**config.mk**
```make
export PLATFORM = sky130hd
export DESIGN_NAME = mem_stage
export DESIGN_NICKNAME = d
export VERILOG_FILES = /design/src/rtl/cpu_pkg.sv /design/src/rtl/data_mem.sv /design/src/rtl/mem_stage.sv
export SDC_FILE = /design/constraint.sdc
export NUM_CORES = 2
export LEC_CHECK = 0
export CORE_MARGIN = 1
export CORE_UTILIZATION = 60
export CTS_BUF_LIST = sky130_fd_sc_hd__clkbuf_4 sky130_fd_sc_hd__clkbuf_8
export DETAILED_ROUTE_END_ITERATION = 10
export PLACE_DENSITY = 0.86
export SLEW_MARGIN = 10
export SYNTH_ARGS = -nofsm -noshare
export SYNTH_HDL_FRONTEND = slang
export SYNTH_SLANG_ARGS = --single-unit
```
**constraint.sdc**
```tcl
create_clock -name clk -period 4 [get_ports clk]
set_input_delay 1 -clock clk [delete_from_list [all_inputs] [get_ports clk]]
set_output_delay 1 -clock clk [all_outputs]
set_load 0.01 [all_outputs]
```
**src/rtl/cpu_pkg.sv**
```systemverilog
`default_nettype none
// +--------------------------------------------------------------------+
// | cpu_pkg : shared datapath defaults and ALU flag indices             |
// | Rev 1.0 : initial release                                           |
// +--------------------------------------------------------------------+
package cpu_pkg;
  localparam int C_DATA_W     = 8;
  localparam int C_ADDR_W     = 32;
  localparam int C_DMEM_DEPTH = 256;

  // Bit positions of the ALU flags when packed into one vector
  localparam int C_FLAG_ZR    = 0;
  localparam int C_FLAG_NG    = 1;
  localparam int C_FLAG_CR    = 2;
  localparam int C_FLAG_OV    = 3;
  localparam int C_NUM_FLAGS  = 4;
endpackage
`default_nettype wire

```
**src/rtl/data_mem.sv**
```systemverilog
`default_nettype none
// +--------------------------------------------------------------------+
// | data_mem : data memory, synchronous write / asynchronous read       |
// | Rev 1.0 : initial release                                           |
// +--------------------------------------------------------------------+
module data_mem
  import cpu_pkg::*;
#(
  parameter int DATA_W = C_DATA_W,
  parameter int DEPTH  = C_DMEM_DEPTH
) (
  input  logic                     clk,
  input  logic                     i_we,
  input  logic [$clog2(DEPTH)-1:0] i_addr,
  input  logic [DATA_W-1:0]        i_wdata,
  output logic [DATA_W-1:0]        o_rdata
);
  logic [DATA_W-1:0] r_mem [DEPTH];

  // Contents deliberately carry no reset
  always_ff @(posedge clk) begin
    if (i_we) begin
      r_mem[i_addr] <= i_wdata;
    end
  end

  assign o_rdata = r_mem[i_addr];
endmodule
`default_nettype wire

```
**src/rtl/mem_stage.sv**
```systemverilog
`default_nettype none
// +--------------------------------------------------------------------+
// | mem_stage : data memory access, branch resolve, MEM/WB register     |
// | Option macro MEM_STAGE_STORE_CNT_EN adds the store_count output.    |
// | Rev 1.0 : initial release                                           |
// +--------------------------------------------------------------------+
module mem_stage
  import cpu_pkg::*;
#(
  parameter int DATA_W     = C_DATA_W,
  parameter int ADDR_W     = C_ADDR_W,
  parameter int DMEM_DEPTH = C_DMEM_DEPTH
) (
  input  logic              clk,
  input  logic              rst,
  input  logic [DATA_W-1:0] MEM_aluout,
  input  logic [DATA_W-1:0] MEM_read_data_2,
  input  logic [ADDR_W-1:0] MEM_reg_write_addr,
  input  logic [ADDR_W-1:0] MEM_branch_addr,
  input  logic [ADDR_W-1:0] MEM_jump_addr,
  input  logic              MEM_zr,
  input  logic              MEM_ng,
  input  logic              MEM_cr,
  input  logic              MEM_ov,
  input  logic              MEM_Branch,
  input  logic              MEM_BranchFlip,
  input  logic              MEM_MemRead,
  input  logic              MEM_MemWrite,
  input  logic              MEM_Jump,
  input  logic              MEM_RegWrite,
  input  logic              MEM_MemtoReg,
  output logic              pc_redirect,
  output logic [ADDR_W-1:0] pc_target,
  output logic              flush,
  output logic [DATA_W-1:0] WB_read_data,
  output logic [DATA_W-1:0] WB_aluout,
  output logic [ADDR_W-1:0] WB_reg_write_addr,
  output logic              WB_RegWrite,
  output logic              WB_MemtoReg,
  output logic [DATA_W-1:0] WB_write_data
`ifdef MEM_STAGE_STORE_CNT_EN
  ,
  output logic [15:0]       store_count
`endif
);
  localparam int c_IDX_W = $clog2(DMEM_DEPTH);

  logic [C_NUM_FLAGS-1:0] w_flags;
  logic                   w_unused_flags;
  logic                   w_branch_taken;
  logic                   w_store;
  logic [DATA_W-1:0]      w_mem_rdata;
  logic [DATA_W-1:0]      w_rdata;

  always_comb begin
    w_flags            = '0;
    w_flags[C_FLAG_ZR] = MEM_zr;
    w_flags[C_FLAG_NG] = MEM_ng;
    w_flags[C_FLAG_CR] = MEM_cr;
    w_flags[C_FLAG_OV] = MEM_ov;
  end

  // Only the zero flag participates in branch resolution
  assign w_unused_flags = ^{w_flags[C_FLAG_NG], w_flags[C_FLAG_CR], w_flags[C_FLAG_OV]};

  assign w_branch_taken = MEM_Branch & (w_flags[C_FLAG_ZR] ^ MEM_BranchFlip);
  assign pc_redirect    = ~rst & (MEM_Jump | w_branch_taken);
  assign flush          = pc_redirect;

  always_comb begin
    pc_target = '0;
    if (pc_redirect) begin
      pc_target = MEM_Jump ? MEM_jump_addr : MEM_branch_addr;
    end
  end

  assign w_store = MEM_MemWrite & ~rst;

  data_mem #(
    .DATA_W (DATA_W),
    .DEPTH  (DMEM_DEPTH)
  ) u_data_mem (
    .clk     (clk),
    .i_we    (w_store),
    .i_addr  (MEM_aluout[c_IDX_W-1:0]),
    .i_wdata (MEM_read_data_2),
    .o_rdata (w_mem_rdata)
  );

  assign w_rdata = MEM_MemRead ? w_mem_rdata : '0;

  always_ff @(posedge clk) begin
    if (rst) begin
      WB_read_data      <= '0;
      WB_aluout         <= '0;
      WB_reg_write_addr <= '0;
      WB_RegWrite       <= 1'b0;
      WB_MemtoReg       <= 1'b0;
    end else begin
      WB_read_data      <= w_rdata;
      WB_aluout         <= MEM_aluout;
      WB_reg_write_addr <= MEM_reg_write_addr;
      WB_RegWrite       <= MEM_RegWrite;
      WB_MemtoReg       <= MEM_MemtoReg;
    end
  end

  assign WB_write_data = WB_MemtoReg ? WB_read_data : WB_aluout;

`ifdef MEM_STAGE_STORE_CNT_EN
  logic [15:0] r_store_count;

  always_ff @(posedge clk) begin
    if (rst) begin
      r_store_count <= '0;
    end else if (w_store) begin
      r_store_count <= r_store_count + 16'd1;
    end
  end

  assign store_count = r_store_count;
`endif
endmodule
`default_nettype wire

```
# After elaboration in Yosys (flattened, before gate mapping)
# Memory sizes are Yosys's and may differ from the RTL's. A register that Yosys moved wholly into a read port is not among the register bits.
# Index checks and enable logic that the tools add are counted.
# word_totals
reg_bits	42
latch_bits	0
mem_bits_rw	2048
romBits	0
input_bits	125
out_inout_bits	92
word_cells	18
memories	1
# mem_list
memory	depth	word_bits	read_ports	rd_clocked_by_memory_dff	write_ports	line_no	source
u_data_mem.r_mem	256	8	1	1	1	data_mem.sv:18	logic [DATA_W-1:0] r_mem [DEPTH];
# classes
n_addsub	0
multipliers	0
div_mod_pow	0
order_cmp	0
eq_ne	0
n_shift	0
mux	5
bitwise_logic	7
reduce_logical	1
# ops
op	n
two-way mux 32 bit	2
two-way mux 8 bit	1
bitwise AND 1 bit	3
two-way mux 1 bit	2
inverter 1 bit	2
OR reduction 2 bit	1
OR 1 bit	1
bitwise XOR 1 bit	1

# Longest topological paths before layout
# logic_depth
ltp_word	5
ltp_mapped	11
depth_no_buf	6

# Modules after synthesis
# Synthesis repeated with hierarchy kept, for this count alone.
# hier_totals
hier_cells	3740
hier_area_um2	80541.0
# by_module_without_submodules
module	instances	cells_each	area_each_um2	seq_area_each_um2
data_mem	1	3539	78332.6	61499.0
mem_stage	1	201	2208.4	1001.0

# Worst setup path after synthesis
# OpenSTA, ideal clock, no wires.
# synth_path
path_type	in2reg
from	input port MEM_aluout[5]
to	memory u_data_mem.r_mem[161][0] (netlist bit) (enable)
setup_ps	383
t_arrival_ps	2983
required_ps	3617
path_slack_ps	634
stages	7
n_path_buf	4
cell_sequence	buf_2 buf_2 clkbuf_1 nor2b_1 nand3_1 clkbuf_1 nor3_1
# synth_lines
item	line_no	source
from (decl)	mem_stage.sv:16	input logic [DATA_W-1:0] MEM_aluout,
to (decl)	data_mem.sv:18	
# No word-level cell before the write port.

# Worst setup path in the final report
# layout_path
from	input port MEM_zr
to	output port pc_target[26]
# layout_between
elab_chain_len	5
# layout_lines
item	line_no	source
from (decl)	mem_stage.sv:21	input logic MEM_zr,
bitwise XOR 1 bit	mem_stage.sv:66	assign w_branch_taken = MEM_Branch & (w_flags[C_FLAG_ZR] ^ MEM_BranchFlip);
bitwise AND 1 bit	mem_stage.sv:66	
OR 1 bit	mem_stage.sv:67	assign pc_redirect = ~rst & (MEM_Jump | w_branch_taken);
bitwise AND 1 bit	mem_stage.sv:67	
two-way mux 32 bit	mem_stage.sv:72	if (pc_redirect) begin
to (decl)	mem_stage.sv:33	output logic [ADDR_W-1:0] pc_target,
# Every way passes these cells.

==> results.ini <==
[layout]
nNetsFinal=4975
drive_above_1_share=0.2889
area.growth.synth_to_final_pct=16.56
multi_input_area_um2=17620
n_fill_cell=7231
fin_cells=6857
seq_area_um2=62500

[sta]
setup_slack_ps=110.4
slew_headroom=0.2819
max_freq_mhz=257.1
hold_viol_final=0
fin_tns_setup_ps=0
min_period_ps=3890
tightest_slew_ps=1074
rsz0062_at_grt=false
fin_skew_ps=44.67
final-max-slew-violation-count=0
setup_viol=0
min_period_over_period=0.9724

[logic_synthesis]
yosys.cell_count.top_type=edfxtp_1
synthFlopType=edfxtp_1
syn_area_per_cell_um2=20.05
synth_cell_types=56
yosysTopAreaCellShare=0.7540
synth-async-reset-ratio=0
yosys.area.top_type=edfxtp_1
yosysWarnings=0
netlist_instances=4067
yosys_register_bits=2098
synth_edf_count=2048
synthTopCellsByCount=edfxtp_1, mux4_2, nor2_1
netlist_area_um2=81560
syn-num-nets=4192
ys_seq_area_frac=0.7663
synthTopCellsByArea=edfxtp_1, mux4_2, mux2i_1

[grt]
overflow=0
grt_pass1_vias=46644
grt_max_degree=121
grt_first_pass_wirelength_um=307800
track_usage=0.3135
antenna_found_initial=12

[clock_tree]
cts_hold_buf=0
clockRootBuffer=clkbuf_8
cts_tree=done
insertion_delay_ps=1020
cts_resized=0
cts.path.max_buffers=4
postCtsSetupRepairBufs=0
clkSinkCount=2098
cts_made_buffers=332
htree_levels=5
clk_pin_slew_ps=60

[drt]
wl_per_cell_um=31.38
first_iter_violations=7809
wl_um=215200
drc=0
viasPerCell=6.807
first_pass_iters=6
ant_nets=0
vias=46678

[min_path]
holdCritPathClass=primary input to register
holdPathEnd=u_data_mem.r_mem[123][1]
min_path_cells=1
hp-start=MEM_read_data_2[1]

[critical_path]
worst_path_max_delay_cell=clkdlybuf4s50_1
crit-reg2reg-launch=u_data_mem.r_mem[150][6]
critical_path_buf_inv_count=3
crit_type=primary input to output pin
critPathArrivalTime_ps=2890
cp_top_family=buffers and inverters
rrSetupSlack_ps=1020
startpoint_type=primary input
crit_fanout=33
r2r.worst_path.cells=7
cp_cell_sequence=clkdlybuf4s50_1, xor2_1, a21oi_1, or2_2, buf_12, nor2_1, clkdlybuf4s50_1
endpoint_kind=output pin
r2r_end=WB_read_data[6]
worstPathRequired_ps=3000
slowest_delay_ps=550
path_common_cell=clkdlybuf4s50_1

[die]
num_rows=134
die_w_um=370.7
start_util=0.6081
num_io_pins=217
die_y_um=370.7
core_um2=134100
dieArea_um2=137400

[placed_design]
dp_hpwl_um=133000
portBuffers=213
place_ws_ps=-171.6
dp.cells=6284
place_congestion=0.9271

[pwr]
p_leak_nw=31.46
p_total_w=0.04389
peakVddDrop_v=0.0004132
powerDensity_nw_per_um2=461.7

[run_status]
run_status=finished clean

[job]
cap_violations=0

-- placed cells by master, fill, tap and decap left out, drive strengths merged, types with 8 or more instances in the layout --
master	instances
o2111ai	8
a41oi	22
a221oi	11
a22oi	129
clkinv	99
edfxtp	2048
o22ai	46
nand3b	14
mux4	396
diode	11
nand3	111
a32oi	12
a21boi	8
a31oi	11
clkdlybuf4s50	186
o21ai	28
dlymetal6s2s	11
mux2i	259
a211oi	45
mux2	28
nand2	63
nor2	264
dfxtp	50
a21oi	24
clkbuf	459
and3	11
nor3	56
nand4	19
nor2b	57
buf	512
nor4	12
-- worst reg2reg max path, stage by stage, from the launching register on --
cell and delay [ps]:
edfxtp_1 390, mux4_2 540, mux4_2 490, nand2_1 140, nand4_1 320, nor4_1 680, buf_4 220, a211oi_1 50
-- report_power, final --
group | switching, W | internal [W] | leakage (nW)
sequential | 0.0000347 | 0.0242 | 18.8
combinational | 0.00152 | 0.000993 | 9.40
clock | 0.00812 | 0.00906 | 3.24
total | 0.00968 | 0.0342 | 31.5
-- worst max path at each step --
stage / cells past startpoint / endpoint / slack, ps / start
after floorplan: 7 / u_data_mem.r_mem[161][0] / 630 / MEM_aluout[5]
after global placement: 9 / WB_read_data[6] / -40 / MEM_aluout[0]
after detailed placement: 9 / WB_read_data[6] / -170 / MEM_aluout[0]
final: 7 / pc_target[26] / 110 / MEM_zr
after CTS: 7 / pc_target[7] / 30 / MEM_zr
after global routing: 7 / pc_target[26] / 3 / MEM_zr
-- registers in the layout (all words and copies together), names as in the netlist --
register,cells
u_data_mem.r_mem,2048
WB_reg_write_addr,32
WB_aluout,8
WB_read_data,8
WB_MemtoReg,1
WB_RegWrite,1
-- metal layers --
layer	up-vias	part of all wire	global-route usage
li1	18371	-	-
met1	23191	0.33	0.3952
met2	4254	0.48	0.4981
met3	858	0.13	0.08539
met4	4	0.060	0.1726
met5	-	0.00015	0
-- per-stage QoR --
| step | area [µm²] | hold slack [ps] | util |
|---|---|---|---|
| after floorplan | 81560 | 782.6 | - |
| after global placement | 88930 | 1008 | 0.6630 |
| after detailed placement | 88930 | 1050 | 0.6630 |
| after CTS | 95010 | 433.4 | 0.7083 |
| after global routing | 95050 | 494.9 | 0.7086 |
| final | 95060 | 497.4 | 0.7087 |
-- final cells by class --
cell class | instances | share of cell area
timing repair buffer | 717 | 0.06953
clock inverter | 111 | 0.006068
multi-input combinational | 1698 | 0.1854
antenna | 11 | 0.0002896
sequential | 2098 | 0.6575
tap | 1768 | 0.02327
clock buffer | 451 | 0.05786
inverter | 3 | 0.0001185
-- kinds of logic (layout without fill, tap and decap cells) --
group                  after synthesis  count (layout)  share of synthesized area
XOR/XNOR                             1               1                  0.0001074
other                                0              11                          0
AND/OR/NAND/NOR                    640             640                    0.03726
buffers and inverters              271            1282                    0.01818
flip-flops                        2098            2098                     0.7663
AO/OA/AOI/OAI                      374             374                    0.03314
multiplexers                       683             683                     0.1450
Power figures use the tool's default switching activity.
